File: config.mk
export PLATFORM = sky130hd
export DESIGN_NAME = regfile_wb_arbiter_flat
export DESIGN_NICKNAME = d
export VERILOG_FILES = /design/src/rtl/regfile_wb_arbiter_if.sv /design/src/rtl/regfile_wb_arbiter.sv /design/src/flat_wrapper.sv
export SDC_FILE = /design/constraint.sdc
export NUM_CORES = 1
export LEC_CHECK = 0
export ABC_AREA = 1
export CAP_MARGIN = 20
export CORE_MARGIN = 1
export CORE_UTILIZATION = 25
export DETAILED_ROUTE_END_ITERATION = 10
export PLACE_DENSITY = 0.53
export RECOVER_POWER = 50
export SYNTH_ARGS = -nofsm -noshare
export SYNTH_HDL_FRONTEND = slang
export SYNTH_SLANG_ARGS = --single-unit
File: constraint.sdc
create_clock -name clk -period 1.6 [get_ports clk]
set_clock_uncertainty 0.2 [all_clocks]
set_input_delay 0.32 -clock clk [delete_from_list [all_inputs] [get_ports clk]]
set_output_delay 0.32 -clock clk [all_outputs]
set_load 0.01 [all_outputs]
File: src/rtl/regfile_wb_arbiter_if.sv
// Write-back bus between the two requesters, the register file write port
// and the issue-side scoreboard query.
interface regfile_wb_arbiter_if #(
  parameter int DATA_W = 32,
  parameter int ADDR_W = 5
);
  logic              req0_valid;
  logic              req0_ready;
  logic              req0_fp;
  logic [ADDR_W-1:0] req0_addr;
  logic [DATA_W-1:0] req0_data;
  logic              req1_valid;
  logic              req1_ready;
  logic              req1_fp;
  logic [ADDR_W-1:0] req1_addr;
  logic [DATA_W-1:0] req1_data;
  logic              rf_write;
  logic              rf_fpoint;
  logic [ADDR_W-1:0] rf_waddr;
  logic [DATA_W-1:0] rf_wdata;
  logic              alloc_valid;
  logic              alloc_fp;
  logic [ADDR_W-1:0] alloc_addr;
  logic              chk_fp;
  logic [ADDR_W-1:0] chk_addr;
  logic              chk_busy;

  modport master (
    output req0_valid, req0_fp, req0_addr, req0_data,
    output req1_valid, req1_fp, req1_addr, req1_data,
    output alloc_valid, alloc_fp, alloc_addr, chk_fp, chk_addr,
    input  req0_ready, req1_ready, rf_write, rf_fpoint, rf_waddr, rf_wdata, chk_busy
  );

  modport slave (
    input  req0_valid, req0_fp, req0_addr, req0_data,
    input  req1_valid, req1_fp, req1_addr, req1_data,
    input  alloc_valid, alloc_fp, alloc_addr, chk_fp, chk_addr,
    output req0_ready, req1_ready, rf_write, rf_fpoint, rf_waddr, rf_wdata, chk_busy
  );
endinterface

File: src/rtl/regfile_wb_arbiter.sv
// Two-requester write-back arbiter for the register file write port, plus a
// per-bank pending-write scoreboard for RAW stall checks.

// One scoreboard bank: busy bit per register, set on alloc, cleared on write.
module regfile_wb_sb_bank #(
  parameter int ADDR_W    = 5,
  parameter int NREGS     = 32,
  parameter bit ZERO_HARD = 1'b0
) (
  input  logic              clk,
  input  logic              reset,
  input  logic              set_en,
  input  logic [ADDR_W-1:0] set_addr,
  input  logic              clr_en,
  input  logic [ADDR_W-1:0] clr_addr,
  input  logic [ADDR_W-1:0] rd_addr,
  output logic              busy
);
  logic [NREGS-1:0] bits_q;

  // Set is checked first so a same-edge alloc keeps the register busy.
  always_ff @(posedge clk) begin
    if (reset) begin
      bits_q <= '0;
    end else begin
      for (int i = 0; i < NREGS; i++) begin
        if (set_en && set_addr == ADDR_W'(i) && !(ZERO_HARD && i == 0))
          bits_q[i] <= 1'b1;
        else if (clr_en && clr_addr == ADDR_W'(i))
          bits_q[i] <= 1'b0;
      end
    end
  end

  assign busy = bits_q[rd_addr];
endmodule

module regfile_wb_arbiter #(
  parameter int DATA_W   = 32,
  parameter int ADDR_W   = 5,
  parameter int NREGS    = 32,
  parameter int ARB_MODE = 0
) (
  input logic                 clk,
  input logic                 reset,
  regfile_wb_arbiter_if.slave bus
);
  logic [1:0]        vld;
  logic [1:0]        gnt;
  logic              rr_ptr;
  logic              sel_fp;
  logic [ADDR_W-1:0] sel_addr;
  logic [DATA_W-1:0] sel_data;
  logic              wr_q;
  logic              fp_q;
  logic [ADDR_W-1:0] waddr_q;
  logic [DATA_W-1:0] wdata_q;
  logic [1:0]        bank_busy;

  assign vld = {bus.req1_valid, bus.req0_valid};

  // Grants depend only on the valids and rr_ptr, never on the other ready.
  always_comb begin
    gnt = '0;
    if (!reset) begin
      gnt[0] = vld[0] && (!vld[1] || ARB_MODE == 1 || !rr_ptr);
      gnt[1] = vld[1] && (!vld[0] || (ARB_MODE == 0 && rr_ptr));
    end
  end

  assign bus.req0_ready = gnt[0];
  assign bus.req1_ready = gnt[1];

  always_comb begin
    sel_fp   = bus.req0_fp;
    sel_addr = bus.req0_addr;
    sel_data = bus.req0_data;
    if (gnt[1]) begin
      sel_fp   = bus.req1_fp;
      sel_addr = bus.req1_addr;
      sel_data = bus.req1_data;
    end
  end

  // Int r0 is hardwired zero: the grant is consumed but no write is issued.
  always_ff @(posedge clk) begin
    if (reset) begin
      wr_q    <= 1'b0;
      fp_q    <= 1'b0;
      waddr_q <= '0;
      wdata_q <= '0;
      rr_ptr  <= 1'b0;
    end else begin
      wr_q <= (|gnt) && (sel_fp || sel_addr != '0);
      if (|gnt) begin
        fp_q    <= sel_fp;
        waddr_q <= sel_addr;
        wdata_q <= sel_data;
        rr_ptr  <= gnt[0];
      end
    end
  end

  assign bus.rf_write  = wr_q;
  assign bus.rf_fpoint = fp_q;
  assign bus.rf_waddr  = waddr_q;
  assign bus.rf_wdata  = wdata_q;

  // Bank 0 = int (r0 never tracked), bank 1 = fp.
  for (genvar b = 0; b < 2; b++) begin : g_bank
    logic bank_sel_alloc;
    logic bank_sel_wr;
    assign bank_sel_alloc = (b == 1) ? bus.alloc_fp : !bus.alloc_fp;
    assign bank_sel_wr    = (b == 1) ? fp_q : !fp_q;

    regfile_wb_sb_bank #(
      .ADDR_W   (ADDR_W),
      .NREGS    (NREGS),
      .ZERO_HARD(b == 0)
    ) u_bank (
      .clk     (clk),
      .reset   (reset),
      .set_en  (bus.alloc_valid && bank_sel_alloc),
      .set_addr(bus.alloc_addr),
      .clr_en  (wr_q && bank_sel_wr),
      .clr_addr(waddr_q),
      .rd_addr (bus.chk_addr),
      .busy    (bank_busy[b])
    );
  end

  assign bus.chk_busy = bank_busy[bus.chk_fp];
endmodule

File: src/flat_wrapper.sv
// flat-port wrapper written by rule: the top's interface ports become plain ports
module regfile_wb_arbiter_flat 
#(
  parameter int DATA_W   = 32,
  parameter int ADDR_W   = 5,
  parameter int NREGS    = 32,
  parameter int ARB_MODE = 0
)
  (clk, reset, bus_req0_valid, bus_req0_fp, bus_req0_addr, bus_req0_data, bus_req1_valid, bus_req1_fp, bus_req1_addr, bus_req1_data, bus_alloc_valid, bus_alloc_fp, bus_alloc_addr, bus_chk_fp, bus_chk_addr, bus_req0_ready, bus_req1_ready, bus_rf_write, bus_rf_fpoint, bus_rf_waddr, bus_rf_wdata, bus_chk_busy);
  regfile_wb_arbiter_if #(.DATA_W(DATA_W), .ADDR_W(ADDR_W)) bus_i ();
  input logic clk;
  input logic reset;
  input wire logic [$bits(bus_i.req0_valid)-1:0] bus_req0_valid;
  input wire logic [$bits(bus_i.req0_fp)-1:0] bus_req0_fp;
  input wire logic [$bits(bus_i.req0_addr)-1:0] bus_req0_addr;
  input wire logic [$bits(bus_i.req0_data)-1:0] bus_req0_data;
  input wire logic [$bits(bus_i.req1_valid)-1:0] bus_req1_valid;
  input wire logic [$bits(bus_i.req1_fp)-1:0] bus_req1_fp;
  input wire logic [$bits(bus_i.req1_addr)-1:0] bus_req1_addr;
  input wire logic [$bits(bus_i.req1_data)-1:0] bus_req1_data;
  input wire logic [$bits(bus_i.alloc_valid)-1:0] bus_alloc_valid;
  input wire logic [$bits(bus_i.alloc_fp)-1:0] bus_alloc_fp;
  input wire logic [$bits(bus_i.alloc_addr)-1:0] bus_alloc_addr;
  input wire logic [$bits(bus_i.chk_fp)-1:0] bus_chk_fp;
  input wire logic [$bits(bus_i.chk_addr)-1:0] bus_chk_addr;
  output wire logic [$bits(bus_i.req0_ready)-1:0] bus_req0_ready;
  output wire logic [$bits(bus_i.req1_ready)-1:0] bus_req1_ready;
  output wire logic [$bits(bus_i.rf_write)-1:0] bus_rf_write;
  output wire logic [$bits(bus_i.rf_fpoint)-1:0] bus_rf_fpoint;
  output wire logic [$bits(bus_i.rf_waddr)-1:0] bus_rf_waddr;
  output wire logic [$bits(bus_i.rf_wdata)-1:0] bus_rf_wdata;
  output wire logic [$bits(bus_i.chk_busy)-1:0] bus_chk_busy;
  assign bus_i.req0_valid = bus_req0_valid;
  assign bus_i.req0_fp = bus_req0_fp;
  assign bus_i.req0_addr = bus_req0_addr;
  assign bus_i.req0_data = bus_req0_data;
  assign bus_i.req1_valid = bus_req1_valid;
  assign bus_i.req1_fp = bus_req1_fp;
  assign bus_i.req1_addr = bus_req1_addr;
  assign bus_i.req1_data = bus_req1_data;
  assign bus_i.alloc_valid = bus_alloc_valid;
  assign bus_i.alloc_fp = bus_alloc_fp;
  assign bus_i.alloc_addr = bus_alloc_addr;
  assign bus_i.chk_fp = bus_chk_fp;
  assign bus_i.chk_addr = bus_chk_addr;
  assign bus_req0_ready = bus_i.req0_ready;
  assign bus_req1_ready = bus_i.req1_ready;
  assign bus_rf_write = bus_i.rf_write;
  assign bus_rf_fpoint = bus_i.rf_fpoint;
  assign bus_rf_waddr = bus_i.rf_waddr;
  assign bus_rf_wdata = bus_i.rf_wdata;
  assign bus_chk_busy = bus_i.chk_busy;
  regfile_wb_arbiter #(.DATA_W(DATA_W), .ADDR_W(ADDR_W), .NREGS(NREGS), .ARB_MODE(ARB_MODE)) u_core (.clk(clk), .reset(reset), .bus(bus_i));
endmodule
## Word level (Yosys, flattened, before mapping)

Cells that the tools add are included.

- Bits in registers: 103
- Input bits: 93
- Output and inout port bits: 42
- Word-level logic and storage cells: 476

- Magnitude comparators: 2
- Equal/unequal tests: 62
- Multiplexer cells: 136
- Reductions and logical operators: 208

Operators by type and width:

| kind | number |
|---|---|
| 5-bit == test, second input constant | 32 |
| 1-bit logical AND | 133 |
| 1-bit two-way mux | 131 |
| 2-bit nonzero test | 63 |
| 5-bit by 4-bit == test with 1-bit output, second input constant | 16 |
| 5-bit by 3-bit == test with 1-bit output, second input constant | 8 |
| 32-bit two-way mux | 1 |
| 5-bit by 2-bit == test with 1-bit output, second input constant | 4 |
| 1-bit binary-select mux with 5-bit select | 2 |
| 5-bit by 1-bit == test with 1-bit output, second input constant | 2 |
| 5-bit logical NOT | 2 |
| 5-bit by 6-bit < comparator with 1-bit output, second input constant | 1 |
| 1-bit logical NOT | 5 |
| 5-bit two-way mux | 1 |
| 5-bit nonzero test | 1 |
| 1-bit logical OR | 3 |
| 1-bit by 2-bit < comparator with 1-bit output, second input constant | 1 |
| 2-bit two-way mux | 1 |
| 2-bit OR reduction | 1 |

## Logic depth before layout (Yosys ltp)

Gate-level depths: netlist (run 1).

- Depth in word-level cells: 8
- Mapped depth: 11
- Mapped depth without buffers: 10

## By module

Synthesis (run 1) repeated with hierarchy kept, for this count alone.

- Cell total of the unflattened synthesis: 915
- Area, all modules: 5659.2 µm²

By module, submodules not included:

| module | times used | cells an instance | area an instance (µm²) | sequential area each (µm²) |
|---|---|---|---|---|
| regfile_wb_arbiter | 1 | 357 | 2188.3 | 800.8 |
| regfile_wb_sb_bank (u_core.g_bank[1].u_bank) | 1 | 278 | 1736.7 | 640.6 |
| regfile_wb_sb_bank (u_core.g_bank[0].u_bank) | 1 | 280 | 1734.2 | 620.6 |

## Least setup slack after synthesis (run 1)

No wires, ideal clock.

- Path kind: input to output
- Start: in bus_chk_addr[1]
- End: out bus_chk_busy
- Arrival time: 1.258 ns
- Data required time: 1.080 ns
- Slack: -0.178 ns
- Cell stages on the path: 9
- Buffers on the path: 2
- Path through: buf_2 > inv_1 > buf_2 > nand3_1 > nand3_1 > nand3_1 > nand3_1 > nand3_1 > nand2_1

- Longest elaborated chain between the ends: 4
- Elaborated cells on any way between the ends: 6
- Classes of those cells: mux (6)

RTL lines:

| what | RTL line | source |
|---|---|---|
| start: declaration | flat_wrapper.sv:25 | `input wire logic [$bits(bus_i.chk_addr)-1:0] bus_chk_addr;` |
| 1-bit binary-select mux with 5-bit select | regfile_wb_arbiter.sv:35 | `assign busy = bits_q[rd_addr];` |
| 1-bit two-way mux (not written as such) | regfile_wb_arbiter.sv:35 |  |
| 1-bit two-way mux (not written as such) * (2 in a row) | regfile_wb_arbiter.sv:132 | `assign bus.chk_busy = bank_busy[bus.chk_fp];` |
| end: declaration | flat_wrapper.sv:32 | `output wire logic [$bits(bus_i.chk_busy)-1:0] bus_chk_busy;` |

Every way passes the cells marked *; elsewhere a longest branch is shown, timed or not. The select of a mux whose other input is x is not followed.

## Final worst setup path (run 1)

- Start: in bus_chk_addr[0]
- End: out bus_chk_busy

The elaborated chain is that of the path after synthesis.

==> impl_metrics.ini, run 1 <==
[job]
maxCapViolCount = 0

[sta]
rsz0062_at_grt = yes
setup_viol = 49
fin_hold_ws_ns = 0.195
fmax_ghz = 0.507
layout_min_cycle_time_ns = 1.97
slew_violations = 0
fin_crit_sh_pct = 123
relSlewSlack_pct = 53.4
hold_violations = 0
setup_ws_ns = -0.371
tightest_slew_ns = 0.699

[routing]
vias_per_cell = 4.89
firstDrtPassIters = 5
vias = 6385
avgRoutedWirePerCell_um = 16.4
final_antenna_net_count = 0
wl_mm = 21.4
drc = 0
initialDrtViolationCount = 419

[yosys]
synth-seq-area-share_pct = 38.0
avgSynthCellArea_um2 = 6.52
syn_nets = 926
synth_seq_cells = 103
netlist.area_leader.share_pct = 38.0
synth_area_mm2 = 0.00543
yosysTopAreaCell = dfxtp_1
synthTopCellsByArea = dfxtp_1 38%, nand3_1 15%, nand2_1 12%
ys_warn_count = 0
ys_types = 25
synthCells = 833

[cells_and_area]
postLayoutCoreUtil_pct = 42.3
most-common-layout-cells = 133 x nand2_1, 131 x nand3_1, 82 x clkdlybuf4s50_1
layout-drive-gt1-share_pct = 32.7
area_growth_pct = 64.7
mostFrequentLayoutCell = nand2_1
fin_cells = 1306
fin_area_mm2 = 0.00894
fin_nets = 1117

[critical_path]
worstSetupStartpointType = input pin
critical_path_class = in -> out
setup.worst_path.end_class = output port
critical_path.endpoint = bus_chk_busy
rr_startpoint = u_core.rr_ptr$_SDFFE_PP0P_
worstPathArrival_ns = 1.45
rr_endpoint = u_core.bus.rf_wdata[18]$_SDFFE_PP0P_
critPathRequiredTime_ns = 1.08
rrSetupSlack_ns = -0.16
cp_max_fo = 7
cp-startpoint = bus_chk_addr[0]
rr_worst_depth = 11

[floorplan]
rows = 53
dieHeight_um = 149
initial_core_util_pct = 25.7
die_w_um = 149
ios = 135
core-area_mm2 = 0.0212
die-area_mm2 = 0.0223

[placement]
portBuffers = 134
placed_area_mm2 = 0.00755
pre_cts_slack_ns = -1.19
hpwl_mm = 13.9
place.gp.congestion = 0.896
dp_cells = 1256

[clock_network]
clock_latency_ns = 0.37
clock-sinks = 103
ctsLongestPathBuffers = 2
cts_tree = yes
clk_pin_slew_ns = 0.07
htree_num_levels = 3
cts_hold_repair.buffers = 0
numCtsBuffers = 9
cts_root_buf = clkbuf_16

[pwr]
total_leakage_power_nw = 3.67
p_per_area_mw_per_mm2 = 765
switching_share_pct = 30.8
p_switching_w = 0.00210
combPwrFrac_pct = 25.4
p_clk_share_pct = 34.4
seq_power_share_pct = 40.2
p_int_w = 0.00474
max-vdd-ir-drop_uv = 542

[outcome]
status = finished with violations
violations = negative setup slack

[grt]
track_usage_pct = 19.9
antenna_found_initial = 2
grt_max_degree = 63
grt_remaining_overflow = 0
grt_pass1_wl_mm = 34.1
grt_pass1_vias = 6166

[min_path]
hold_start = reset
worst_hold_path_type = in -> reg
holdPathStages = 3
worst min-delay path by stage:
| stage | endpoint | slack [ns] |
|---|---|---|
| CTS | u_core.rr_ptr$_SDFFE_PP0P_ | 0.18 |
| global route | u_core.rr_ptr$_SDFFE_PP0P_ | 0.20 |
| global placement | u_core.g_bank[0].u_bank.bits_q[6]$_SDFFE_PP0P_ | 0.25 |
| finish | u_core.rr_ptr$_SDFFE_PP0P_ | 0.19 |
| floorplan | u_core.g_bank[1].u_bank.bits_q[12]$_SDFFE_PP0P_ | 0.24 |
| detailed placement | u_core.g_bank[0].u_bank.bits_q[5]$_SDFFE_PP0P_ | 0.25 |
flip-flops by register name, summed over array words and instances (netlist names):
register and flops:
u_core.bus.rf_write 1, u_core.rr_ptr 1, u_core.bus.rf_wdata 32, u_core.bus.rf_waddr 5, u_core.bus.rf_fpoint 1, u_core.g_bank.u_bank.bits_q 63
area by class of cell:
type	instances	area [um^2]
clock inverter	7	80.1
inverter	74	317
fill	2188	12200
antenna	2	5.00
timing repair inverter	2	23.8
sequential	103	2130
timing repair buffer	239	2480
clock buffer	9	225
multi-input combinational	595	3340
tap	275	344
power groups by stage:
stage / registers (W) / logic (W) / clock network (W)
global route: 0.00277 / 0.00187 / 0.00251
CTS: 0.00275 / 0.00168 / 0.00242
detailed placement: 0.00280 / 0.00143 / 0
floorplan: 0.00284 / 0.000617 / 0
global placement: 0.00281 / 0.00143 / 0
finish: 0.00275 / 0.00174 / 0.00235
per-layer routing:
| layer | wire (um) | vias to the layer above | global-route usage (%) |
|---|---|---|---|
| li1 | - | 3155 | - |
| met1 | 9320 | 2961 | 26.2 |
| met2 | 9890 | 249 | 31.1 |
| met3 | 1860 | 20 | 6.39 |
| met4 | 284 | 0 | 4.90 |
| met5 | 0 | - | 0 |
repair_timing:
action                     4_1_cts  5_1_grt
gates resized for setup        181      165
gates cloned                    12        1
setup endpoints to repair       99       93
pin swaps                       29       50
setup buffers                   26        9
synth_stat cells, drive strengths merged:
master and n:
nand4 12, o41ai 4, nor3 3, dfxtp 103, o211ai 31, clkbuf 35
a211oi 1, buf 26, o21ai 39, nor2 98, inv 73, or2 3
a21oi 70, nand2 167, nand3 167, clkinv 1
worst max-delay path: stages:
cell	delay (ns)
buf_8	0.11
buf_12	0.16
buf_12	0.15
nand2_1	0.06
nand3_1	0.07
nand3_1	0.09
nand2_1	0.07
nand2_1	0.10
nand3_2	0.08
nand3_2	0.07
nand2_2	0.06
buf_6	0.11
cell families (layout without fill, tap and decap cells):
| logic type | after synthesis | count (layout) | synth area share, % |
|---|---|---|---|
| simple gates | 450 | 450 | 36.3 |
| flops | 103 | 103 | 38.0 |
| buf+inv | 135 | 331 | 10.6 |
| compound gates | 145 | 145 | 15.1 |
| other cells | 0 | 2 | 0 |
per-stage QoR:
| stage | total power, W | setup TNS [ns] |
|---|---|---|
| after CTS | 0.00684 | -3.94 |
| after global placement | 0.00424 | -42.16 |
| after detailed placement | 0.00423 | -41.50 |
| after floorplan | 0.00345 | -0.0204 |
| after global routing | 0.00715 | -8.74 |
| final | 0.00684 | -4.23 |
(Power assumes the default switching activity.)
==> inputs of run 2 (changes only) <==
Settings changed: CORE_ASPECT_RATIO set to 1.25.
==> run 2 against run 1 <==
Against the previous run: the run still ends with negative setup slack left; combinational power decreased by 7%; non-clock buffer count decreased by 30; sequential cell count unchanged; wire length is 2.1% lower; cell count shrank 2.5%; register-to-register slack hardly changed; first-iteration DRC count increased by 0.48%; die area about the same; utilization decreased by 2.4 points; global-route usage fell by 1.4 points; final area fell by 6.1%.
==> impl_metrics.ini, run 2 (synthesis gave the netlist of run 1 again) <==
[outcome]
status = finished with violations
violations = negative setup slack

[pwr]
p_per_area_mw_per_mm2 = 782
max-vdd-ir-drop_uv = 449
total_leakage_power_nw = 3.41

[cells_and_area]
area_growth_pct = 54.6
num-fill-cells = 2297
mostFrequentLayoutCell = nand3_1
largest_register = u_core.g_bank.u_bank.bits_q
largest_reg_flops = 63
antennaDiodeCount = 0
fin_area_mm2 = 0.00839
most-common-layout-cells = 153 x nand3_1, 143 x nand2_1, 81 x clkdlybuf4s50_1
fin_nets = 1088
fin_cells = 1274
layout-drive-gt1-share_pct = 22.2

[sta]
setup_viol = 40
hold_violations = 0
tightest_slew_ns = 0.855
fin_hold_ws_ns = 0.218
slew_violations = 0
setup_ws_ns = -0.340
fin_crit_sh_pct = 121
rsz0062_at_grt = yes
relSlewSlack_pct = 43.0
layout_min_cycle_time_ns = 1.94
fmax_ghz = 0.516

[floorplan]
dieHeight_um = 167
rows = 59
die-area_mm2 = 0.0223
initial_core_util_pct = 25.8
ios = 135
die_w_um = 134
core-area_mm2 = 0.0210

[clock_network]
clock-sinks = 103
cts_tree = yes
htree_num_levels = 3
numCtsBuffers = 9
ctsLongestPathBuffers = 2
cts_hold_repair.buffers = 0
cts_root_buf = clkbuf_16
clk_pin_slew_ns = 0.07
clock_latency_ns = 0.35

[routing]
vias_per_cell = 4.90
drc = 0
avgRoutedWirePerCell_um = 16.4
vias = 6246
initialDrtViolationCount = 421
firstDrtPassIters = 5
final_antenna_net_count = 0
wl_mm = 20.9

[grt]
grt_pass1_vias = 5921
antenna_found_initial = 0
grt_pass1_wl_mm = 32.2
grt_remaining_overflow = 0
track_usage_pct = 18.5
grt_max_degree = 69

[job]
maxCapViolCount = 0

[critical_path]
worstSetupStartpointType = input pin
critical_path_class = in -> out
setup.worst_path.end_class = output port
cp_max_fo = 8
critPathRequiredTime_ns = 1.08
worstPathArrival_ns = 1.42

[placement]
place.gp.congestion = 0.878
portBuffers = 134
dp_cells = 1231
placed_area_mm2 = 0.00737
hpwl_mm = 13.6

[min_path]
worst_hold_path_type = in -> reg
==> run 2: cell count changes in the layout (fill, tap and decap cells not counted), sizes merged <==
cell,change
clkbuf,+5
dlymetal6s2s,+2
bufinv,-1
diode,-2
clkdlybuf4s50,-1
bufbuf,+1
buf,-35
dlygate4sd3,-1
dlygate4sd2,+2
clkdlybuf4s15,-1
==> run 2: timing repair <==
| action | 4_1_cts | 5_1_grt |
|---|---|---|
| setup buffers | 4 | 12 |
| endpoints found under the setup margin | 100 | 97 |
| pin swaps | 21 | 18 |
| gates resized for setup | 164 | 99 |
| gates cloned | 6 | 8 |
==> run 2: critical path, cell delays in order <==
cell and delay, ns:
buf_6 0.11, buf_12 0.15, buf_12 0.14, nand2_1 0.07, nand3_1 0.08, nand3_1 0.08, nand2_1 0.05, nand2_1 0.06
nand3_2 0.08, nand3_2 0.09, nand2_2 0.06, buf_6 0.11
==> run 2: cell type report <==
cell class / instances / area, um^2 / share of cell area [%]
timing repair inverter: 3 / 27.5 / 0.328
clock inverter: 5 / 42.5 / 0.507
clock buffer: 11 / 243 / 2.89
multi-input combinational: 595 / 3110 / 37.0
timing repair buffer: 209 / 2220 / 26.4
sequential: 103 / 2100 / 25.1
inverter: 74 / 307 / 3.65
tap: 274 / 343 / 4.09
==> run 2: metal layers <==
metal  vias to the layer above  wire, um  track usage, %
met5                         -         0               0
met4                         0       573            8.99
met3                        38      1420            4.23
met2                       241     10500            30.6
met1                      2869      8470            22.3
li1                       3098         -               -
==> run 2: where the power goes <==
group | internal, W | switching [W]
registers | 0.00267 | 0.0000720
logic | 0.000756 | 0.000864
clock network | 0.00112 | 0.00108
total | 0.00454 | 0.00202
==> run 2: worst paths after layout <==
check	from	to	slack, ns	cells after the start
max	bus_chk_addr[0]	bus_chk_busy	-0.34	12
min	bus_req0_valid	u_core.rr_ptr$_SDFFE_PP0P_	0.22	3
max reg2reg	u_core.rr_ptr$_SDFFE_PP0P_	u_core.bus.rf_wdata[21]$_SDFFE_PP0P_	-0.16	12
min reg2reg	u_core.g_bank[0].u_bank.bits_q[6]$_SDFFE_PP0P_	u_core.g_bank[0].u_bank.bits_q[6]$_SDFFE_PP0P_	0.26	2
==> run 2: metrics by stage <==
stage | util (%) | worst slack [ns] | TNS (ns) | total power [W]
after detailed placement | 35.0 | -1.19 | -43.14 | 0.00423
final | 39.9 | -0.340 | -3.76 | 0.00656
after global placement | 35.0 | -1.19 | -42.95 | 0.00423
after floorplan | - | -0.0204 | -0.0204 | 0.00345
after CTS | 38.0 | -0.319 | -1.12 | 0.00650
after global routing | 39.9 | -0.421 | -10.06 | 0.00689
